==> src/rtl/alu_issue_stage.sv <==
// alu_issue_stage: registered operand-issue stage feeding alu.
// Builds ALU operands a/b and passes aluc/dest through a 2-entry skid buffer
// with a valid/ready handshake. in_ready comes straight from a register.
// Optional feature macro: ALU_ISSUE_FWD_EN (operand forwarding at accept).
module alu_issue_stage #(
  parameter int unsigned DATA_W    = 32,
  parameter int unsigned REG_IDX_W = 5
) (
  input  logic                 clk,
  input  logic                 rst,
  input  logic                 flush,
  input  logic                 in_valid,
  output logic                 in_ready,
  input  logic [5:0]           in_aluc,
  input  logic [1:0]           in_src_a_sel,
  input  logic [1:0]           in_src_b_sel,
  input  logic [DATA_W-1:0]    in_rs_val,
  input  logic [DATA_W-1:0]    in_rt_val,
  input  logic [15:0]          in_imm,
  input  logic [4:0]           in_shamt,
  input  logic [REG_IDX_W-1:0] in_dest,
`ifdef ALU_ISSUE_FWD_EN
  input  logic [REG_IDX_W-1:0] in_rs_idx,
  input  logic [REG_IDX_W-1:0] in_rt_idx,
  input  logic                 fwd_valid,
  input  logic [REG_IDX_W-1:0] fwd_dest,
  input  logic [DATA_W-1:0]    fwd_data,
`endif
  output logic                 out_valid,
  input  logic                 out_ready,
  output logic [DATA_W-1:0]    out_a,
  output logic [DATA_W-1:0]    out_b,
  output logic [5:0]           out_aluc,
  output logic [REG_IDX_W-1:0] out_dest,
  output logic                 out_illegal
);

  logic                 skid_valid;
  logic [DATA_W-1:0]    skid_a;
  logic [DATA_W-1:0]    skid_b;
  logic [5:0]           skid_aluc;
  logic [REG_IDX_W-1:0] skid_dest;
  logic                 skid_illegal;

  logic [DATA_W-1:0]    rs_eff;
  logic [DATA_W-1:0]    rt_eff;
  logic [DATA_W-1:0]    new_a;
  logic [DATA_W-1:0]    new_b;
  logic                 new_illegal;
  logic                 accept;

  assign in_ready = !skid_valid;
  assign accept   = in_valid && in_ready;

  // Source register values, optionally replaced by the forwarding bus
`ifdef ALU_ISSUE_FWD_EN
  always_comb begin
    rs_eff = in_rs_val;
    rt_eff = in_rt_val;
    if (fwd_valid && (fwd_dest == in_rs_idx) && (in_rs_idx != '0))
      rs_eff = fwd_data;
    if (fwd_valid && (fwd_dest == in_rt_idx) && (in_rt_idx != '0))
      rt_eff = fwd_data;
  end
`else
  always_comb begin
    rs_eff = in_rs_val;
    rt_eff = in_rt_val;
  end
`endif

  // Operand selection for a and b
  always_comb begin
    new_a = '0;
    new_b = '0;
    case (in_src_a_sel)
      2'd0:    new_a = rs_eff;
      2'd1:    new_a = {{(DATA_W-5){1'b0}}, in_shamt};
      2'd2:    new_a = {{(DATA_W-16){1'b0}}, in_imm};
      default: new_a = '0;
    endcase
    case (in_src_b_sel)
      2'd0:    new_b = rt_eff;
      2'd1:    new_b = {{(DATA_W-16){in_imm[15]}}, in_imm};
      2'd2:    new_b = {{(DATA_W-16){1'b0}}, in_imm};
      default: new_b = '0;
    endcase
  end

  // Classify aluc against the set of operations alu implements
  always_comb begin
    new_illegal = 1'b1;
    case (in_aluc)
      6'h20, 6'h21, 6'h22, 6'h23, 6'h24, 6'h25, 6'h26, 6'h27,
      6'h2A, 6'h2B, 6'h00, 6'h02, 6'h03, 6'h04, 6'h06, 6'h07,
      6'h0F:   new_illegal = 1'b0;
      default: new_illegal = 1'b1;
    endcase
  end

  // Output/skid register update: flush clears valids, skid drains before new accepts
  always_ff @(posedge clk) begin
    if (rst) begin
      out_valid    <= 1'b0;
      out_a        <= '0;
      out_b        <= '0;
      out_aluc     <= '0;
      out_dest     <= '0;
      out_illegal  <= 1'b0;
      skid_valid   <= 1'b0;
      skid_a       <= '0;
      skid_b       <= '0;
      skid_aluc    <= '0;
      skid_dest    <= '0;
      skid_illegal <= 1'b0;
    end else if (flush) begin
      out_valid  <= 1'b0;
      skid_valid <= 1'b0;
    end else if (skid_valid) begin
      // in_ready is low here, so only the skid-to-output move can happen
      if (out_ready) begin
        out_a       <= skid_a;
        out_b       <= skid_b;
        out_aluc    <= skid_aluc;
        out_dest    <= skid_dest;
        out_illegal <= skid_illegal;
        out_valid   <= 1'b1;
        skid_valid  <= 1'b0;
      end
    end else if (accept) begin
      if (!out_valid || out_ready) begin
        out_a       <= new_a;
        out_b       <= new_b;
        out_aluc    <= in_aluc;
        out_dest    <= in_dest;
        out_illegal <= new_illegal;
        out_valid   <= 1'b1;
      end else begin
        skid_a       <= new_a;
        skid_b       <= new_b;
        skid_aluc    <= in_aluc;
        skid_dest    <= in_dest;
        skid_illegal <= new_illegal;
        skid_valid   <= 1'b1;
      end
    end else if (out_ready) begin
      out_valid <= 1'b0;
    end
  end

endmodule

==> config.mk <==
export PLATFORM = sky130hd
export DESIGN_NAME = alu_issue_stage
export DESIGN_NICKNAME = d
export VERILOG_FILES = /design/src/rtl/alu_issue_stage.sv
export SDC_FILE = /design/constraint.sdc
export NUM_CORES = 1
export LEC_CHECK = 0
export CAP_MARGIN = 20
export CORE_UTILIZATION = 28
export DETAILED_ROUTE_END_ITERATION = 16
export GPL_TIMING_DRIVEN = 0
export HOLD_SLACK_MARGIN = 0.1
export PLACE_DENSITY = 0.6
export SYNTH_ARGS = -nofsm -noshare
export SYNTH_HDL_FRONTEND = slang
export SYNTH_SLANG_ARGS = --single-unit
==> constraint.sdc <==
create_clock -name clk -period 3.95 [get_ports clk]
set_input_delay 1.185 -clock clk [delete_from_list [all_inputs] [get_ports clk]]
set_output_delay 1.185 -clock clk [all_outputs]
set_load 0.01 [all_outputs]
==> metrics.cfg <==
[power_and_ir_drop]
ir_worst_vdd_uv=204
static_leak_nw=3.32
netSwitchingFraction=0.243
total_switching_power_w=0.000949
comb_power_share=0.135
power.clock.fraction=0.447
power_per_cell_area_nw_per_um2=404
seq_power_share=0.419
finalPower_w=0.00391
cellInternalPower_w=0.00296

[yosys]
yosys.cell_types.count=33
postSynth.asyncResetShare=0
area_fraction_in_and_or_nand_and_nor_cells_after_synthesis=0.191
synth_xor_xnor_area_share=0.00128
synth_top_family_by_area=compound AO/OA/AOI/OAI gates
synth_compound_area_frac=0.223
synth.ff_latch_count=154
syn_avg_cell_area_um2=8.21
synth_top_cell_area_share=0.451
synth_nets=938
synth_fa_ha_area_frac=0
flip_flop_cell_with_the_highest_count_after_synthesis=sky130_fd_sc_hd__dfxtp_1
cell_type_contributing_the_most_total_cell_area_after_synthesis=sky130_fd_sc_hd__dfxtp_1
ys_warn_count=0
seq_area_frac_synth=0.451
synthMuxAreaShare=0.0805
syn-cell-area_um2=6840
library_cell_with_the_highest_instance_count_after_synthesis=sky130_fd_sc_hd__dfxtp_1
syn-instance-count=833
synth.top_cells.by_count=sky130_fd_sc_hd__dfxtp_1 (154), sky130_fd_sc_hd__a21oi_1 (126), sky130_fd_sc_hd__nand2_1 (115), sky130_fd_sc_hd__nor2_1 (64), sky130_fd_sc_hd__clkbuf_1 (59)
edff_count_synth=0
biggest_area_contributors_in_the_synthesized_netlist=sky130_fd_sc_hd__dfxtp_1 (45%), sky130_fd_sc_hd__a21oi_1 (9.2%), sky130_fd_sc_hd__mux2i_1 (8.0%)

[critical_path]
critical_path.endpoint_type=primary output
r2r_setup_slack_ns=1.60
rr_worst_depth=6
crit_required_ns=2.76
critical_path.max_fanout=10
crit_arrival_ns=2.31
crit_type=register to primary output
worst_setup_path_start_kind=register
worst_r2r_startpoint=skid_valid
rr_endpoint=out_b[13]

[drt]
avgRoutedWirePerCell_um=17.6
drt_iter0_drc=364
detailedRoute.firstPassIterationCount=5
antenna_left=0
drc=0
routed_wl_um=24000
num_vias=6778
viasPerCell=4.97

[global_route]
grt_first_pass_wirelength_um=36500
grt_use_total=0.194
via_count_of_the_first_global_routing_pass=6442
grt_start_max_net_pins=17
gr-total-overflow=0
initial_antenna_violation_count=1

[cells_and_area]
footprint_of_the_flip_flops_and_latches_um2=3080
area_growth_syn_to_layout_pct=41.4
num-nets-final=1137
fill_cells=2399
final_layout_size_suffix_gt1_frac=0.0555
layout.cell_area.non_filler_um2=9680
layoutNonFillerInstCount=1365
multiInputGateArea_um2=3390

[placement]
dp_slack_ns=0.287
gp_routability_congestion=0.802
placedInstanceArea_um2=9040
placed_cell_count=1332
buffer_ports.inserted=180
detailed_placement_wirelength_estimate_um=17900

[cts]
h-tree-depth=4
clock_transition_at_the_registers_of_the_reported_paths_ns=0.06
tritoncts.num_buffers=17
clock_insertion_delay_worst_skew_ns=0.42
post_cts_buffers=0
cts_num_sinks=154
cts_resized=0
tritoncts=yes
ctsRootBufferMaster=sky130_fd_sc_hd__clkbuf_16
cts.path.max_buffers=2
number_of_hold_buffers_added_after_cts=0

[floorplanning]
floorplan.die.width_um=158
placement_rows=56
dieHeight_um=158
core-area_um2=23800
design.die.area_um2=25100
pin_count=183
starting_density=0.288

[flow_run]
maxCapViolCount=0

[timing]
final_max_slew_viol_count=0
setup-violations-final=0
worstMarginPinSlew_ns=0.920
finalCriticalPeriod_ns=3.50
hold_viol=0
slew_headroom=0.385
setup-tns-final_ns=0
period_share=0.885
grt_setup_unrepaired=false
clock_skew_ns=0.00541
fmax_ghz=0.286
setup_slack_ns=0.454

[worst_hold_path]
holdCritStartpoint=skid_aluc[3]
holdPathEnd=skid_aluc[3]
hold_class=register to register
min_delay_path_depth=2

[run_status]
run_status=completed

[per-stage QoR]
step           hold WS (ns)   util
5_1_grt               0.473  0.407
6_report              0.453  0.407
4_1_cts               0.456  0.407
3_5_place_dp          0.447  0.381
3_3_place_gp          0.441  0.381
2_1_floorplan         0.436      -
[power groups by stage]
stage          logic (W)  registers, W  clock network (W)
5_1_grt         0.000570       0.00164            0.00185
3_3_place_gp    0.000526       0.00167                  0
2_1_floorplan   0.000207       0.00169                  0
6_report        0.000527       0.00164            0.00175
4_1_cts         0.000530       0.00164            0.00178
3_5_place_dp    0.000527       0.00167                  0
[kinds of logic after synthesis]
group / count (synthesis)
AOI/OAI and AO/OA: 246
xor gates and xnor gates: 1
buffers and inverters: 87
DFF: 154
muxes: 55
and+or+nand+nor: 290
[critical path, cell delays in order, from the launching register on]
cell and delay, ns:
sky130_fd_sc_hd__dfxtp_1 0.30, sky130_fd_sc_hd__buf_6 0.13, sky130_fd_sc_hd__inv_2 0.15, sky130_fd_sc_hd__buf_1 0.62
sky130_fd_sc_hd__clkdlybuf4s50_1 0.68
[layer usage]
metal | up-vias | share of wire | track usage
met3 | 31 | 0.065 | 0.0452
met5 | - | 0 | 0
li1 | 3355 | - | -
met4 | 0 | 0.020 | 0.0646
met2 | 204 | 0.46 | 0.311
met1 | 3188 | 0.45 | 0.255
[layout by cell type (no fill, tap or decap), types with 2 or more instances in the layout]
master and count:
sky130_fd_sc_hd__clkdlybuf4s50_1 180, sky130_fd_sc_hd__dfxtp_1 154, sky130_fd_sc_hd__a21oi_1 126, sky130_fd_sc_hd__nand2_1 115, sky130_fd_sc_hd__nor2_1 64, sky130_fd_sc_hd__clkbuf_1 62, sky130_fd_sc_hd__mux2i_1 55, sky130_fd_sc_hd__nand2b_1 33
sky130_fd_sc_hd__nand3_1 32, sky130_fd_sc_hd__o21ai_0 30, sky130_fd_sc_hd__nor3_1 28, sky130_fd_sc_hd__a211oi_1 18, sky130_fd_sc_hd__clkbuf_16 17, sky130_fd_sc_hd__buf_2 16, sky130_fd_sc_hd__o2bb2ai_1 16, sky130_fd_sc_hd__o211ai_1 16
sky130_fd_sc_hd__a311oi_1 16, sky130_fd_sc_hd__or3_1 11, sky130_fd_sc_hd__a221oi_1 10, sky130_fd_sc_hd__inv_1 7, sky130_fd_sc_hd__a2111oi_0 6, sky130_fd_sc_hd__a31o_2 5, sky130_fd_sc_hd__bufinv_16 4, sky130_fd_sc_hd__buf_6 3
sky130_fd_sc_hd__clkinv_4 3, sky130_fd_sc_hd__nor2b_1 2, sky130_fd_sc_hd__clkinvlp_4 2, sky130_fd_sc_hd__clkbuf_8 2
[flip-flops by register name, summed over array words and instances (netlist names)]
signal	count
skid_aluc	6
skid_b	32
out_illegal	1
out_a	32
out_b	32
skid_dest	5
out_aluc	6
skid_valid	1
out_valid	1
skid_a	32
out_dest	5
skid_illegal	1
[final cells by class]
cell class                 count  area share
multi-input combinational    592       0.350
clock inverter                10      0.0172
clock buffer                  22      0.0480
buffer                        79      0.0350
tap                          319      0.0412
antenna                        1    0.000259
inverter                       8     0.00310
timing repair buffer         180       0.186
sequential                   154       0.319
[how the worst max path moves through the flow]
stage | cells after the start | to | from | slack (ns)
after floorplan | 5 | skid_b[11] | out_ready | 1.55
after global placement | 6 | out_a[28] | out_ready | 0.30
after detailed placement | 6 | out_a[27] | out_ready | 0.29
after CTS | 4 | in_ready | skid_valid | 0.45
after global routing | 4 | in_ready | skid_valid | 0.36
final | 4 | in_ready | skid_valid | 0.45
Power figures use the tool's default switching activity.
